===== config.mk =====
export PLATFORM = sky130hd
export DESIGN_NAME = cr16_seg_display_ctrl
export DESIGN_NICKNAME = d
export VERILOG_FILES = /design/src/rtl/cr16_seg_display_ctrl.sv
export SDC_FILE = /design/constraint.sdc
export NUM_CORES = 1
export LEC_CHECK = 0
export BUFFER_PORTS_ARGS = -buffer_cell sky130_fd_sc_hd__buf_2
export CORE_UTILIZATION = 30
export CTS_BUF_LIST = sky130_fd_sc_hd__clkbuf_8
export DETAILED_ROUTE_END_ITERATION = 8
export SETUP_SLACK_MARGIN = 0.05
export SYNTH_ARGS = -nofsm -noshare
export SYNTH_HDL_FRONTEND = slang
export SYNTH_SLANG_ARGS = --single-unit

===== constraint.sdc =====
create_clock -name I_CLK -period 3.06 [get_ports I_CLK]
set_clock_uncertainty 0.15 [all_clocks]
set_input_delay 0.306 -clock I_CLK [delete_from_list [all_inputs] [get_ports I_CLK]]
set_output_delay 0.306 -clock I_CLK [all_outputs]
set_load 0.03 [all_outputs]

===== src/rtl/cr16_seg_display_ctrl.sv =====
// N-digit seven-segment driver: renders one written word as hex or unsigned decimal.
// Define CR16_SEG_DISPLAY_LZB_EN to blank leading zero digits.
module cr16_seg_display_ctrl #(
  parameter int unsigned P_NUM_DIGITS = 6,
  parameter int unsigned P_DATA_WIDTH = 16
) (
  input  logic                    I_CLK,
  input  logic                    I_NRESET,
  input  logic                    I_WRITE_EN,
  input  logic [P_DATA_WIDTH-1:0] I_WRITE_DATA,
  input  logic                    I_DECIMAL_MODE,
  output logic [6:0]              O_7_SEGMENT_DISPLAY [P_NUM_DIGITS],
  output logic                    O_BUSY,
  output logic                    O_DONE,
  output logic                    O_OVERFLOW
);

  localparam int unsigned BcdW    = 4 * P_NUM_DIGITS;
  localparam int unsigned ExtW    = (BcdW > P_DATA_WIDTH) ? BcdW : P_DATA_WIDTH;
  localparam int unsigned CntW    = $clog2(P_DATA_WIDTH);
  localparam logic [CntW-1:0] LastCnt = CntW'(P_DATA_WIDTH - 1);
  localparam logic [6:0] GlyphBlank = 7'h7F;
  localparam logic [6:0] GlyphDash  = 7'h3F;

  typedef enum logic [1:0] {StIdle, StConvert, StLoad} state_e;

  state_e                  state_q;
  logic [P_DATA_WIDTH-1:0] data_q;
  logic                    dec_q;
  logic [BcdW-1:0]         bcd_q;
  logic [CntW-1:0]         cnt_q;
  logic                    ovf_sticky_q;
  logic [6:0]              seg_q [P_NUM_DIGITS];
  logic                    busy_q;
  logic                    done_q;
  logic                    ovf_q;

  logic [BcdW-1:0]         bcd_adj;
  logic [BcdW-1:0]         bcd_step;
  logic [ExtW-1:0]         data_ext;
  logic                    hex_ovf;
  logic [BcdW-1:0]         load_nibs;
  logic                    load_ovf;
  logic [6:0]              load_seg [P_NUM_DIGITS];
`ifdef CR16_SEG_DISPLAY_LZB_EN
  logic                    lead;
`endif

  function automatic logic [6:0] glyph(input logic [3:0] nib);
    logic [6:0] seg;
    seg = GlyphBlank;
    case (nib)
      4'h0: seg = 7'h40;
      4'h1: seg = 7'h79;
      4'h2: seg = 7'h24;
      4'h3: seg = 7'h30;
      4'h4: seg = 7'h19;
      4'h5: seg = 7'h12;
      4'h6: seg = 7'h02;
      4'h7: seg = 7'h78;
      4'h8: seg = 7'h00;
      4'h9: seg = 7'h10;
      4'hA: seg = 7'h08;
      4'hB: seg = 7'h03;
      4'hC: seg = 7'h46;
      4'hD: seg = 7'h21;
      4'hE: seg = 7'h06;
      4'hF: seg = 7'h0E;
    endcase
    return seg;
  endfunction

  // One double-dabble step: add-3 correction, then shift the next value bit in.
  always_comb begin
    bcd_adj = bcd_q;
    for (int i = 0; i < P_NUM_DIGITS; i++) begin
      if (bcd_q[4*i +: 4] >= 4'd5) begin
        bcd_adj[4*i +: 4] = bcd_q[4*i +: 4] + 4'd3;
      end
    end
    bcd_step = {bcd_adj[BcdW-2:0], data_q[P_DATA_WIDTH-1]};
  end

  always_comb begin
    data_ext  = ExtW'(data_q);
    hex_ovf   = |(data_ext >> BcdW);
    load_nibs = dec_q ? bcd_q : data_ext[BcdW-1:0];
    load_ovf  = dec_q ? ovf_sticky_q : hex_ovf;
  end

  always_comb begin
    for (int i = 0; i < P_NUM_DIGITS; i++) begin
      load_seg[i] = load_ovf ? GlyphDash : glyph(load_nibs[4*i +: 4]);
    end
`ifdef CR16_SEG_DISPLAY_LZB_EN
    lead = 1'b1;
    if (!load_ovf) begin
      // Digit 0 is excluded so a zero value still shows one '0'.
      for (int i = P_NUM_DIGITS - 1; i > 0; i--) begin
        if (load_nibs[4*i +: 4] != 4'd0) lead = 1'b0;
        if (lead) load_seg[i] = GlyphBlank;
      end
    end
`endif
  end

  always_ff @(posedge I_CLK) begin
    if (!I_NRESET) begin
      state_q      <= StIdle;
      data_q       <= '0;
      dec_q        <= 1'b0;
      bcd_q        <= '0;
      cnt_q        <= '0;
      ovf_sticky_q <= 1'b0;
      busy_q       <= 1'b0;
      done_q       <= 1'b0;
      ovf_q        <= 1'b0;
      for (int i = 0; i < P_NUM_DIGITS; i++) seg_q[i] <= GlyphBlank;
    end else begin
      done_q <= 1'b0;
      unique case (state_q)
        StIdle: begin
          if (I_WRITE_EN) begin
            data_q <= I_WRITE_DATA;
            dec_q  <= I_DECIMAL_MODE;
            if (I_DECIMAL_MODE) begin
              bcd_q        <= '0;
              cnt_q        <= '0;
              ovf_sticky_q <= 1'b0;
              busy_q       <= 1'b1;
              state_q      <= StConvert;
            end else begin
              state_q <= StLoad;
            end
          end
        end
        StConvert: begin
          bcd_q        <= bcd_step;
          data_q       <= data_q << 1;
          ovf_sticky_q <= ovf_sticky_q | bcd_adj[BcdW-1];
          cnt_q        <= cnt_q + 1'b1;
          if (cnt_q == LastCnt) begin
            busy_q  <= 1'b0;
            state_q <= StLoad;
          end
        end
        StLoad: begin
          for (int i = 0; i < P_NUM_DIGITS; i++) seg_q[i] <= load_seg[i];
          done_q  <= 1'b1;
          ovf_q   <= load_ovf;
          state_q <= StIdle;
        end
        default: state_q <= StIdle;
      endcase
    end
  end

  assign O_7_SEGMENT_DISPLAY = seg_q;
  assign O_BUSY              = busy_q;
  assign O_DONE              = done_q;
  assign O_OVERFLOW          = ovf_q;

endmodule


After elaboration in Yosys (flattened, before gate mapping). Memory sizes are Yosys's and may differ from the RTL's. Cells that the tools add are included.

RAM bits: 0. Bits in latches: 0. Flip-flop bits (word level): 93. Bits in read-only memories: 672. Output and inout bits: 45. Memories: 6. Word-level logic and storage cells: 82. Bits of input ports: 20.

Shifts and indexed selects: 0. Muxes and demuxes: 34. Bitwise operators: 1. Reductions and logical operators: 7. Divide/modulo/power cells: 0. Multipliers: 0. Equality and inequality tests: 6. Magnitude comparators: 6. Add/sub/neg operators: 7.

Memories: (no name shown) (depth 16, bits a word 7, rd ports 1, clocked after memory_dff 0, write ports 0, RTL line 52) `case (nib)`; (no name shown) (depth 16, bits a word 7, rd ports 1, clocked after memory_dff 0, write ports 0, RTL line 52); (no name shown) (depth 16, bits a word 7, rd ports 1, clocked after memory_dff 0, write ports 0, RTL line 52); (no name shown) (depth 16, bits a word 7, rd ports 1, clocked after memory_dff 0, write ports 0, RTL line 52); (no name shown) (depth 16, bits a word 7, rd ports 1, clocked after memory_dff 0, write ports 0, RTL line 52); (no name shown) (depth 16, bits a word 7, rd ports 1, clocked after memory_dff 0, write ports 0, RTL line 52).

Operator list (count): $mux 24 (3); $pmux 24 s2 (1); $mux 7 (6); $mux 4 (8); $pmux 16 s2 (1); $add 4x2->4 const B (6); $ge 4x3->1 const B (6); $mux 16 (1); $pmux 4 s2 (1); $mux 1 (7); $mux 2 (3); $ne 2x2->1 const B (3); $reduce_and 2->1 (3); $add 4x1->4 const B (1); $eq 4x4->1 const B (1); $pmux 1 s2 (2); $pmux 2 s2 (1); $reduce_and 4->1 (1); $reduce_and 3->1 (1); $eq 2x1->1 const B (1); $eq 2x2->1 const B (1); $logic_not 2->1 (1); $reduce_bool 2->1 (1); $or 1x1->1 (1).

Logic depth before layout (Yosys ltp). Gate-level depths: netlist (run 1).

Depth in word-level cells: 4. Gate-level depth with buffers: 11. Depth with buffers taken out: 8.

Worst setup path before layout (run 1). OpenSTA, ideal clock, no wires.

Path type: reg-to-reg. From: reg dec_q. To: reg seg_q (netlist bit O_7_SEGMENT_DISPLAY[17]). Required time: 2.793 ns. Period minus slack after synthesis: 2.268 ns. Cell stages (with the launch flop): 8. Setup time: 0.117 ns. Buffers on the path: 2. Data arrival time: 2.001 ns. Setup slack: 0.792 ns. Cells stage by stage: dfxtp_1 buf_6 buf_4 mux2i_1 inv_1 ha_1 mux4_2 o22a_1.

Longest elaborated chain between the ends: 3. Elaborated cells on any way between the ends: 4. Classes of those cells: mux (3); memory (1).

RTL lines: start, declared (RTL line 29) `logic dec_q;`; start signal, assigned (RTL line 111) `dec_q <= 1'b0;`; start signal, assigned (RTL line 125) `dec_q <= I_DECIMAL_MODE;`; $mux 24 (RTL line 87) `load_nibs = dec_q ? bcd_q : data_ext[BcdW-1:0];`; $mem_v2 16x7; $mux 7 * (RTL line 93) `load_seg[i] = load_ovf ? GlyphDash : glyph(load_nibs[4*i +: 4]);`; end, declared (RTL line 33) `logic [6:0] seg_q [P_NUM_DIGITS];`.

Mark *: on every way between the ends. The rest lies on a longest branch, timed or not. A chain may end at the register's enable or synchronous reset.

Worst setup path after layout (run 1).
From: reg dec_q. To: reg seg_q (netlist bit O_7_SEGMENT_DISPLAY[35]).

The elaborated chain is that of the path after synthesis.

==> impl_metrics.csv, run 1 <==
group,metric,value,unit
yosys,ys_top_cells_by_area,"dfxtp_1 31%, ha_1 10%, mux2i_1 4.8%, nand2_1 4.6%, o21ai_0 3.0%",
routing,first_iter_violations,350,
yosys,synth-adder-area-share,0.102,
critical_path,critPathCaptureType,"flip-flop",
power,p_switching,982,uW
critical_path,cpPeakStageDelay,0.51,ns
critical_path,arrival,2.57,ns
global_routing,grt_pass1_vias,4626,
timing,max_freq,407,MHz
final_layout,fin_cells,1005,
clock_tree,clock_sinks,93,
timing,drv_slew,0,
floorplanning,die_area,0.0206,mm^2
power,ir_worst_vdd,195,uV
final_layout,syn_to_final_growth,11.7,%
placed_design,dp_cells,989,
clock_tree,cts_hold_buf,0,
placed_design,hpwl,10.7,mm
yosys,synth_cell_types,57,
job,maxCapViolCount,0,
final_layout,n_antenna_cell,0,
power,leakage,0.00270,uW
yosys,synth_seq_cells,93,
clock_tree,cts_buffer_depth,2,
worst_hold_path,hold_class,"in -> reg",
yosys,syn_avg_cell_area,8.60,um^2
timing,setup_tns,0,ns
floorplanning,rows,51,
yosys,async_flop_share,0,
power,pwr-share-clk,0.280,
critical_path,path_max_fanout,51,
clock_tree,insertion_delay,0.39,ns
clock_tree,root_buffer,"clkbuf_8",
global_routing,grt_max_degree,52,
critical_path,cp_top_family,"multiplexers",
routing,vias_per_cell,5.00,
power,p_int,1840,uW
timing,worst_slew_pin_slew,0.801,ns
yosys,syn_nets,768,
placed_design,port_buffers,64,
clock_tree,numCtsBuffers,9,
final_layout,utilization,0.344,
timing,holdWs,0.0745,ns
power,powerDensity,421,mW/mm^2
power,switching_share,0.348,
power,total_power,2820,uW
clock_tree,cts_resized,0,
timing,finalSetupViolations,0,
yosys,ys_warn_count,0,
timing,grt_setup_unrepaired,"no",
global_routing,grt_pass1_wl,24.5,mm
critical_path,crit_slowest_cell,"mux2i_1",
placed_design,place_congestion,0.817,
routing,routed_wl,15.0,mm
yosys,synth_area,0.00601,mm^2
timing,finalCriticalPeriod,2.46,ns
final_layout,fin_nets,804,
yosys,yosysSeqAreaShare,0.310,
routing,vias,5023,
routing,wire_per_inst,14.9,um
yosys,yosys.area_share.simple,0.175,
clock_tree,cts_tree,"yes",
timing,period_share,0.803,
yosys,muxShareOfSynthArea,0.114,
yosys,synth_ff_type,"dfxtp_1",
floorplanning,die_w,144,um
critical_path,cp-start-kind,"flip-flop",
critical_path,cp_num_buf_inv,2,
yosys,synth_top_family_by_area,"compound AO/OA/AOI/OAI gates",
critical_path,r2r_setup_slack,0.60,ns
global_routing,grt_remaining_overflow,0,
power,combPwrFrac,0.241,
final_layout,final_cell_mix,"92 x dfxtp_1, 73 x nand2_1, 64 x buf_2, 49 x ha_1, 42 x nor2_1",
clock_tree,htree_num_levels,3,
routing,ant_nets,0,
yosys,synth_xor_area_frac,0.0335,
floorplanning,initial_core_util,0.308,
routing,drc,0,
yosys,synth_edf_count,0,
clock_tree,postCtsSetupRepairBufs,0,
final_layout,drive_above_1_share,0.182,
yosys,synth_compound_area_frac,0.202,
critical_path,crit_required,3.18,ns
floorplanning,core,0.0195,mm^2
yosys,synth_cells,699,
global_routing,grt_util_all_layers,0.154,
critical_path,worst-setup-path-type,"reg -> reg",
outcome,status,"completed",
timing,hold_viol,0,
clock_tree,path_clk_slew,0.09,ns
routing,first_pass_iters,5,
final_layout,final_common_cell,"dfxtp_1",
global_routing,antenna_found_initial,0,
yosys,yosysTopAreaCell,"dfxtp_1",
critical_path,path_cells,"buf_12 -> mux2i_1 -> inv_1 -> ha_1 -> nor4b_1 -> nor2_1 -> o221ai_1 -> a21oi_1",
yosys,synthDominantCellAreaShare,0.310,
floorplanning,io_pins,65,
timing,relSlewSlack,0.464,
power,seqPwrFrac,0.479,
floorplanning,die_height,144,um
cell type report:
| type | count | area, um^2 |
|---|---|---|
| clock buffer | 9 | 124 |
| clock inverter | 7 | 50.0 |
| fill | 2059 | 12800 |
| inverter | 35 | 131 |
| multi-input combinational | 517 | 3770 |
| sequential | 93 | 1860 |
| tap | 265 | 332 |
| timing repair buffer | 79 | 445 |
sequential cells by signal, indices dropped and copies added (netlist names):
register and cells:
O_BUSY 1, O_7_SEGMENT_DISPLAY 42, state_q 2, O_OVERFLOW 1, data_q 16, dec_q 1
bcd_q 24, cnt_q 4, O_DONE 1, ovf_sticky_q 1
kinds of logic (layout without fill, tap and decap cells):
family / count (synthesis) / in the layout
adders and majority gates: 49 / 49
xor gates and xnor gates: 23 / 23
DFF: 93 / 93
muxes: 56 / 56
and+or+nand+nor: 219 / 219
AOI/OAI and AO/OA: 170 / 170
buffers and inverters: 89 / 130
synth_stat cells (all sizes together) (3+ instances only):
cell type	n
a211oi	7
a21boi	19
a21oi	26
a311oi	7
a31oi	6
and2	5
buf	23
clkbuf	31
dfxtp	93
ha	49
inv	35
mux2	17
mux2i	37
nand2	73
nand2b	14
nand3	32
nand3b	5
nor2	43
nor2b	7
nor3	18
nor4b	4
nor4bb	4
o211a	15
o211ai	8
o21ai	42
o221a	6
o221ai	3
o22a	4
o2bb2ai	12
o311ai	5
or3	8
xnor2	17
xor2	6
worst min-delay path: stages:
cell and delay, ns:
buf_2 0.11, nand2_1 0.05, nand3_1 0.07, nor2_1 0.04
final timing paths:
kind,start,end,depth (start not counted)
min reg2reg,O_7_SEGMENT_DISPLAY[38],O_7_SEGMENT_DISPLAY[38],1
max,dec_q,O_7_SEGMENT_DISPLAY[35],8
min,I_DECIMAL_MODE,state_q[1],4
max reg2reg,dec_q,O_7_SEGMENT_DISPLAY[35],8
stage by stage:
| step | worst slack (ns) | cell area, um^2 |
|---|---|---|
| 3_5_place_dp | 0.614 | 6540 |
| 3_3_place_gp | 0.696 | 6540 |
| 4_1_cts | 0.603 | 6710 |
| 5_1_grt | 0.378 | 6710 |
| 2_1_floorplan | 0.792 | 6010 |
| 6_report | 0.602 | 6710 |
power by group through the flow:
stage | logic [uW] | clock network, uW | registers, uW
final | 681 | 790 | 1350
after global routing | 749 | 861 | 1360
after CTS | 684 | 821 | 1350
after detailed placement | 683 | 0 | 1380
after global placement | 678 | 0 | 1380
after floorplan | 426 | 0 | 1450
layer usage:
metal  wire, um  track usage  part of all wire  vias to the layer above
li1           -            -                 -                     2554
met1       8010        0.224              0.53                     2360
met2       6270        0.224              0.42                       98
met3        496       0.0223             0.033                       11
met4        248       0.0616             0.017                        0
met5          0            0                 0                        -
Note: power is estimated with default switching activity, not from simulation.
==> run 2: changes to the inputs <==
==> constraint.sdc (replaced) <==
create_clock -name I_CLK -period 2.4 [get_ports I_CLK]
set_clock_uncertainty 0.15 [all_clocks]
set_input_delay 0.24 -clock I_CLK [delete_from_list [all_inputs] [get_ports I_CLK]]
set_output_delay 0.24 -clock I_CLK [all_outputs]
set_load 0.03 [all_outputs]
==> run 2 against run 1 <==
Net effect:
- final cell count is 1.5% higher
- non-clock buffer count is 15 higher
- critical path depth is 3 lower
- via count hardly changed
- design area is 2.1% higher
- worst hold slack worse by 0.024 ns
- core utilization is 0.72 points higher
- largest cell class unchanged
- largest power group unchanged
==> impl_metrics.csv, run 2 (synthesis results as in run 1) <==
group,metric,value,unit
outcome,status,"completed",
critical_path,crit_slowest_cell,"dfxtp_4",
clock_tree,cts_tree,"yes",
final_layout,final_cell_mix,"92 x dfxtp_1, 73 x nand2_1, 64 x buf_2, 49 x ha_1, 42 x nor2_1",
timing,drv_slew,0,
clock_tree,insertion_delay,0.38,ns
critical_path,cp-start-kind,"flip-flop",
routing,first_pass_iters,4,
floorplanning,die_height,144,um
timing,finalCriticalPeriod,2.16,ns
critical_path,worst-setup-path-type,"reg -> reg",
power,ir_worst_vdd,206,uV
critical_path,cpPeakStageDelay,0.52,ns
power,leakage,0.00279,uW
clock_tree,clock_sinks,93,
floorplanning,initial_core_util,0.308,
placed_design,place_congestion,0.826,
floorplanning,die_w,144,um
critical_path,arrival,2.29,ns
timing,worst_slew_pin_slew,0.718,ns
placed_design,port_buffers,64,
global_routing,grt_pass1_wl,24.3,mm
critical_path,path_cells,"mux2i_4 -> inv_2 -> ha_1 -> mux4_2 -> o22a_1",
timing,max_freq,463,MHz
global_routing,grt_util_all_layers,0.151,
global_routing,grt_remaining_overflow,0,
worst_hold_path,hold_class,"in -> reg",
floorplanning,io_pins,65,
power,powerDensity,527,mW/mm^2
placed_design,hpwl,11.0,mm
final_layout,syn_to_final_growth,14.0,%
final_layout,fin_nets,819,
timing,finalSetupViolations,0,
clock_tree,numCtsBuffers,9,
timing,setup_tns,0,ns
global_routing,grt_max_degree,39,
floorplanning,die_area,0.0206,mm^2
routing,first_iter_violations,299,
clock_tree,cts_buffer_depth,2,
final_layout,largest_reg_flops,42,
floorplanning,core,0.0195,mm^2
final_layout,n_antenna_cell,0,
routing,wire_per_inst,14.7,um
routing,vias_per_cell,4.93,
critical_path,crit_required,2.53,ns
placed_design,place_area,0.00666,mm^2
worst_hold_path,hold_start,"I_WRITE_DATA[5]",
final_layout,drive_above_1_share,0.200,
final_layout,fin_area,0.00685,mm^2
routing,routed_wl,15.0,mm
global_routing,grt_pass1_vias,4529,
timing,relSlewSlack,0.520,
clock_tree,postCtsSetupRepairBufs,0,
critical_path,r2r_start,"dec_q",
clock_tree,path_clk_slew,0.09,ns
timing,period_share,0.900,
critical_path,path_max_fanout,13,
critical_path,cp-startpoint,"dec_q",
clock_tree,root_buffer,"clkbuf_8",
routing,drc,0,
routing,vias,5024,
final_layout,final_common_cell,"dfxtp_1",
final_layout,fillers,2072,
clock_tree,htree_num_levels,3,
routing,ant_nets,0,
floorplanning,rows,51,
timing,hold_viol,0,
timing,grt_setup_unrepaired,"no",
job,maxCapViolCount,0,
global_routing,antenna_found_initial,0,
critical_path,critPathCaptureType,"flip-flop",
run 2: changes by cell type in the layout (fill, tap and decap cells not counted), moves of 2 or more:
cell      previous run  this run
inv_6                2         0
clkinv_2             1         3
mux2i_2              4         6
mux2i_1             29        27
clkbuf_8             9        11
buf_4               14        27
run 2: power by group:
part           switching, uW  internal, uW
sequential              94.5          1630
clock                    575           425
combinational            532           354
total                   1200          2410
run 2: metrics by stage:
stage	std cells	power, uW	hold slack, ns	setup WS [ns]	util
finish	1020	3610	0.0501	0.239	0.351
global route	1020	3820	0.0565	0.0660	0.351
CTS	1020	3670	0.0340	0.0454	0.351
detailed placement	1003	2650	0.322	0.0349	0.341
global placement	1003	2650	0.318	0.128	0.341
floorplan	699	2390	0.269	0.132	-
run 2: cell type report:
type | instances | area, um^2 | share of cell area
tap | 265 | 332 | 0.0484
timing repair buffer | 94 | 573 | 0.0836
clock buffer | 11 | 151 | 0.0221
inverter | 35 | 131 | 0.0192
multi-input combinational | 517 | 3770 | 0.551
clock inverter | 5 | 26.3 | 0.00383
sequential | 93 | 1870 | 0.272
run 2: layer usage:
layer,global-route usage,vias to the layer above,part of all wire
li1,-,2582,-
met1,0.217,2343,0.53
met2,0.222,87,0.42
met3,0.0300,12,0.038
met4,0.0521,0,0.013
met5,0,-,0
run 2: final timing paths:
check                       endpoint  slack, ns  cells after the start
max          O_7_SEGMENT_DISPLAY[24]       0.24                      5
min                        data_q[5]       0.05                      4
max reg2reg  O_7_SEGMENT_DISPLAY[24]       0.24                      5
min reg2reg  O_7_SEGMENT_DISPLAY[11]       0.34                      2
run 2: critical path, delay by kind of cell (launching register included):
kind,cells,cell delay [ns]
AOI/OAI and AO/OA,1,0.16
adders and majority gates,1,0.27
buffers and inverters,1,0.10
DFF,1,0.52
muxes,2,0.85
run 2: timing repair:
item / CTS / global route
hold endpoints to repair: 1 / 0
gates resized for setup: 1 / 2
setup endpoints to repair: 1 / 17
hold buffers: 1 / 0
